## src/rtl/tq_premuat_pkg.sv

```systemverilog
// Shared definitions for the even/odd lane permutation pipeline:
// size encodings, default sample width, handshake states and the
// lane-routing helper used to build the permutation network.
package tq_premuat_pkg;

    // Per-beat size encodings (number of points = 4 << code)
    localparam logic [1:0] SZ4  = 2'd0;
    localparam logic [1:0] SZ8  = 2'd1;
    localparam logic [1:0] SZ16 = 2'd2;
    localparam logic [1:0] SZ32 = 2'd3;

    // Default signed sample width
    localparam int DEFAULT_W = 19;

    // Handshake occupancy, encoded as {out_v, skid_v}
    typedef enum logic [1:0] {
        ST_EMPTY = 2'b00,
        ST_ONE   = 2'b10,
        ST_TWO   = 2'b11
    } premuat_state_e;

    // Effective point count: size code clamped to the lane count
    function automatic int premuat_eff_n(input int size, input int maxn);
        int n;
        n = 4 << size;
        return (n > maxn) ? maxn : n;
    endfunction

    // Source lane feeding output lane k for an n-point permutation.
    // Forward gathers evens into the low half and odds into the high half;
    // inverse interleaves the two halves back into natural order.
    function automatic int premuat_src(input int k, input int n, input logic inv);
        int half;
        half = n / 2;
        if (k >= n)
            return k;
        if (!inv)
            return (k < half) ? (2 * k) : (2 * (k - half) + 1);
        return ((k % 2) == 0) ? (k / 2) : (half + k / 2);
    endfunction

endpackage

```

## src/rtl/premuat_net.sv

```systemverilog
// Combinational lane-routing network. Every output lane is a small mux
// over the eight (size, direction) modes; each mode's source lane is a
// constant resolved at elaboration, so only the select is run-time logic.
module premuat_net
    import tq_premuat_pkg::*;
#(
    parameter int W    = DEFAULT_W,
    parameter int MAXN = 32
) (
    input  logic [MAXN*W-1:0] data_i,
    input  logic [1:0]        size_i,
    input  logic              inverse_i,
    output logic [MAXN*W-1:0] data_o
);

    genvar gi, mi;

    generate
        for (gi = 0; gi < MAXN; gi++) begin : g_lane
            // Candidate samples for this lane, indexed by {size, inverse}
            logic [W-1:0] cand [8];

            for (mi = 0; mi < 8; mi++) begin : g_mode
                localparam int SRC = premuat_src(gi, premuat_eff_n(mi / 2, MAXN), 1'(mi % 2));
                assign cand[mi] = data_i[SRC*W +: W];
            end

            assign data_o[gi*W +: W] = cand[{size_i, inverse_i}];
        end
    endgenerate

endmodule

```

## src/rtl/premuat_pipe.sv

```systemverilog
// Pipelined even/odd lane permutation with a valid/ready output stage.
// Incoming beats are permuted combinationally and then held in an output
// register backed by a one-entry skid register, so upstream readiness
// depends only on registered state and never on o_ready.
module premuat_pipe
    import tq_premuat_pkg::*;
#(
    parameter int W    = DEFAULT_W,
    parameter int MAXN = 32
) (
    input  logic              clk,
    input  logic              rst_n,
    input  logic              i_valid,
    output logic              i_ready,
    input  logic [1:0]        i_size,
    input  logic              i_inverse,
    input  logic [MAXN*W-1:0] i_data,
    output logic              o_valid,
    input  logic              o_ready,
    output logic [1:0]        o_size,
    output logic [MAXN*W-1:0] o_data
);

    premuat_state_e    state_q;
    logic [MAXN*W-1:0] out_data_q;
    logic [1:0]        out_size_q;
    logic [MAXN*W-1:0] skid_data_q;
    logic [1:0]        skid_size_q;
    logic [MAXN*W-1:0] net_data;
    logic              in_fire;
    logic              out_fire;

    // Permute ahead of storage so both OUT and SKID hold finished beats
    premuat_net #(
        .W    (W),
        .MAXN (MAXN)
    ) u_net (
        .data_i    (i_data),
        .size_i    (i_size),
        .inverse_i (i_inverse),
        .data_o    (net_data)
    );

    // Valid and ready come straight from the state register bits
    assign o_valid  = state_q[1];
    assign i_ready  = ~state_q[0];
    assign o_size   = out_size_q;
    assign o_data   = out_data_q;
    assign in_fire  = i_valid & i_ready;
    assign out_fire = o_valid & o_ready;

    // Occupancy FSM plus OUT/SKID data registers; SKID only ever refills OUT
    always_ff @(posedge clk) begin
        if (!rst_n) begin
            state_q     <= ST_EMPTY;
            out_data_q  <= '0;
            out_size_q  <= '0;
            skid_data_q <= '0;
            skid_size_q <= '0;
        end else begin
            case (state_q)
                ST_EMPTY: begin
                    if (in_fire) begin
                        out_data_q <= net_data;
                        out_size_q <= i_size;
                        state_q    <= ST_ONE;
                    end
                end
                ST_ONE: begin
                    if (in_fire && out_fire) begin
                        out_data_q <= net_data;
                        out_size_q <= i_size;
                    end else if (in_fire) begin
                        skid_data_q <= net_data;
                        skid_size_q <= i_size;
                        state_q     <= ST_TWO;
                    end else if (out_fire) begin
                        state_q <= ST_EMPTY;
                    end
                end
                ST_TWO: begin
                    if (out_fire) begin
                        out_data_q <= skid_data_q;
                        out_size_q <= skid_size_q;
                        state_q    <= ST_ONE;
                    end
                end
                default: begin
                    state_q <= ST_EMPTY;
                end
            endcase
        end
    end

endmodule

```

## config.mk

```make
export PLATFORM = sky130hd
export DESIGN_NAME = premuat_pipe
export DESIGN_NICKNAME = d
export VERILOG_FILES = /design/src/rtl/tq_premuat_pkg.sv /design/src/rtl/premuat_net.sv /design/src/rtl/premuat_pipe.sv
export SDC_FILE = /design/constraint.sdc
export NUM_CORES = 2
export LEC_CHECK = 0
export CAP_MARGIN = 20
export CORE_AREA = 3 3 471 473
export DETAILED_ROUTE_END_ITERATION = 8
export DIE_AREA = 0 0 474 476
export GPL_TIMING_DRIVEN = 0
export PLACE_DENSITY = 0.6
export SYNTH_ARGS = -nofsm -noshare
export SYNTH_HDL_FRONTEND = slang
export SYNTH_SLANG_ARGS = --single-unit
export TNS_END_PERCENT = 1
```

## constraint.sdc

```tcl
create_clock -name clk -period 4.5 [get_ports clk]
set_input_delay 0.9 -clock clk [delete_from_list [all_inputs] [get_ports clk]]
set_output_delay 0.9 -clock clk [all_outputs]
set_load 0.03 [all_outputs]
```

==> results.md <==
- Die Ht: 476 µm
- Critical Path, Cell by Cell: inv_1, ha_1, nor2_1, o221ai_2, nor2_1, buf_2, clkbuf_1, a22o_1
- DRC: 0
- Core ar.: 217,000 µm²
- Top_reg_cell synth: dfxtp_1
- Dominant combinational cell family by area after synthesis: compound AO/OA/AOI/OAI gates
- Crit Path Max Fanout: 11
- First drt pass iteration count: 9
- RSZ-0062 raised after global routing: no
- Worst Setup End Kind: flop
- Worst path required time: 5270 ps
- First-pass GRT wire length: 668 mm
- Yosys reg bits: 1,222
- CP arrival: 5270 ps
- Top cell by count, worst path: nor2_1
- Clock Tree Root: clkbuf_16
- Mean post-synth cell area: 8.21 µm²
- Power Dens Cells: 696 nW/µm²
- GRT overflow: 0
- Cell taking the most area after synthesis: dfxtp_1
- Rel. slew slack: 12.8%
- Placed wire-length estimate: 415 mm
- Antenna violations before repair: 139
- Run status: finished with violations
- R2R cell count: 8
- Hold path depth: 2
- Clock latency on the worst-skew pair: 830 ps
- Row Count: 171
- Final worst slack: -6.94 ps
- Routed Antenna Nets: 0
- Post-Syn Instances: 7,903
- Starting Density: 29.8%
- Setup CP Type: reg2reg
- Hold Violations, Final: 0
- I/O pins: 1,227
- Post-Synth Adder-Cell Area: 0.0964%
- PortBufs: 1,225
- Hold-critical path endpoint: o_data[151]
- Total of max-cap violations: 0
- Top-count cell post-synth: dfxtp_1
- EDFF count, synth: 0
- Post-cts hold buffer count: 0
- Slew @ Worst Pin: 1310 ps
- Placed instance area: 81,200 µm²
- Finished Cell Area: 86,500 µm²
- Htree depth: 4
- Syn_nets: 8,523
- Post-synth top cells: dfxtp_1, a21oi_1, nor2_1
- Top cell type's share of synthesized area: 37.7%
- Drt wl/cell: 41.5 µm
- FILL cells: 22,150
- Final setup violation count: 4
- # Post-CTS Setup Buffers: 0
- Largest net degree at the start of global routing: 17
- Sequential share of the synthesized area: 37.7%
- Tcrit/Tclk final: 100%
- XOR/XNOR share of the synthesized area: 0%
- P_leak: 30.5 nW
- Reg clk slew, reported paths: 60 ps
- Via Count: 79,957
- Die area: 226,000 µm²
- Clock Tree Buf Depth: 3
- Max incr delay on CP: 920 ps
- Origin of the critical flop-to-flop path: state_q[0]
- Mux contribution to synthesized area: 10.2%
- Layout cell share with drive strength beyond 1: 7.40%
- Vias in the first global route: 73,868
- # clock sinks: 1,222
- Final min period: 4510 ps
- Die X: 474 µm
- Worst r2r dst: o_data[77]
- WL final: 513 mm
- Synth Area in Simple Gates: 15.4%
- Worst slack, placed: -753 ps
- Setup slack, reg-to-reg: -7 ps
- Yosys warns: 0
- Mapped Area: 64,900 µm²
- Top cells by area, synth: dfxtp_1, a211oi_1, mux2i_1, a21oi_1, nor2_1
- Worst VDD drop: 0.512 mV
- Area grow syn2layout: 33.4%
- Largest delay share family, worst path: buffers and inverters
- FMAX: 222 MHz
- Fin. max-slew vios: 0
- Initial DRC Count: 12,066
- Worst hold path type: reg2reg
- Asr flop ratio synth: 0%
- CTS tree: done
- Hold path start: o_data[151]
- RePlAce Congestion: 1.05
- Total track usage: 43.2%
- CTS Buf Count: 154
- Worst path buffer plus inverter count: 3
- Netlist cell types: 63
- Slowest-stage cell, CP: nor2_1
- Clock Skew: 32.2 ps
- Number of vias per cell: 6.47
- Number of nets in the layout: 9,930
- Violated checks: setup timing
- Startpoint Class: flop
- Synth Area in Compound Gates: 30.5%
==> sequential cells by signal, indices dropped and copies added, names as in the netlist <==
signal       cells
skid_data_q    608
o_size           2
o_data         608
state_q          2
skid_size_q      2
==> cell usage in the layout, fill, tap and decap left out, types with 18 or more instances in the layout <==
cell,Yosys,final
a32o_1,68,68
nand2b_1,100,100
nand3_1,47,47
a2111oi_0,303,303
mux2i_1,534,534
a311oi_1,18,18
a211o_1,74,74
a221oi_1,22,22
clkbuf_16,0,158
nor2_1,900,900
nor3b_1,19,19
buf_4,54,55
o41ai_1,38,38
buf_1,42,42
nand4_1,19,19
and2_1,72,72
a21oi_1,1011,1011
or4_1,38,38
nor2b_1,87,87
a211oi_1,816,816
mux4_2,57,57
clkinv_2,0,32
a22oi_1,19,19
and3b_1,23,23
buf_2,252,251
a31oi_1,41,41
nand2_1,557,557
clkbuf_8,0,30
o31ai_1,72,72
diode_2,0,75
a22o_1,62,62
dfxtp_1,1222,1222
o21ai_0,293,293
o2111ai_1,22,22
nor3_1,325,325
buf_8,0,20
o211ai_1,30,30
clkdlybuf4s50_1,0,1225
clkbuf_1,539,559
==> stage by stage <==
step           util [%]  cells  hold slack (ps)  setup TNS, ps  power (mW)
3_3_place_gp       37.1  11982              436        -124070        45.8
5_1_grt            39.8  12322              463              0        61.7
4_1_cts            39.7  12291              452              0        59.2
2_1_floorplan         -   7903              427              0        30.8
6_report           39.8  12367              452          -18.2        60.3
3_5_place_dp       37.3  12007              445         -32110        46.2
==> worst min-delay path, delay by kind of cell (launching register included) <==
family | cells | cell delay, ps
AOI/OAI and AO/OA | 1 | 50
DFF | 1 | 300
and+or+nand+nor | 1 | 50
==> where the power goes <==
| group | switching, mW | internal [mW] | total [mW] |
|---|---|---|---|
| combinational | 21.6 | 9.20 | 30.8 |
| clock | 5.66 | 7.40 | 13.1 |
| sequential | 2.45 | 14.0 | 16.4 |
==> area by class of cell <==
class                      count  area, µm²  share of cell area [%]
sequential                  1222      24500                    28.3
buffer                       897       3970                    4.59
inverter                       8       30.0                  0.0347
antenna                       75        188                   0.217
tap                         2854       3570                    4.13
multi-input combinational   5775      36400                    42.1
clock inverter                65        662                   0.765
clock buffer                 219       4480                    5.18
timing repair buffer        1252      12700                    14.7
==> per-layer routing <==
metal	wire length, µm	vias up	global-route usage, %	part of all wire, %
li1	-	32565	-	-
met1	191000	39183	52.3	37
met2	211000	6539	62.7	41
met3	65500	1594	15.4	13
met4	44900	76	32.6	8.8
met5	729	-	0.405	0.14
==> worst max path at each step <==
stage,startpoint,endpoint,slack [ps],depth (start not counted)
after floorplan,i_size[0],o_data[261],2060,6
after global placement,i_size[0],o_data[401],-1160,9
after detailed placement,i_size[0],o_data[438],-750,9
after CTS,i_size[0],o_data[438],120,9
after global routing,state_q[0],o_data[83],50,8
final,state_q[0],o_data[77],-7,8
==> what timing repair did <==
action | CTS | global route
endpoints found under the setup margin | 0 | 1
hold endpoints to repair | 0 | 0
gates resized for setup | 0 | 1
==> logic make-up after synthesis <==
group	after synthesis
AOI/OAI and AO/OA	2954
adders and majority gates	5
buffers and inverters	906
DFF	1222
muxes	591
and+or+nand+nor	2225
No activity file was read; power rests on OpenSTA's default activity.
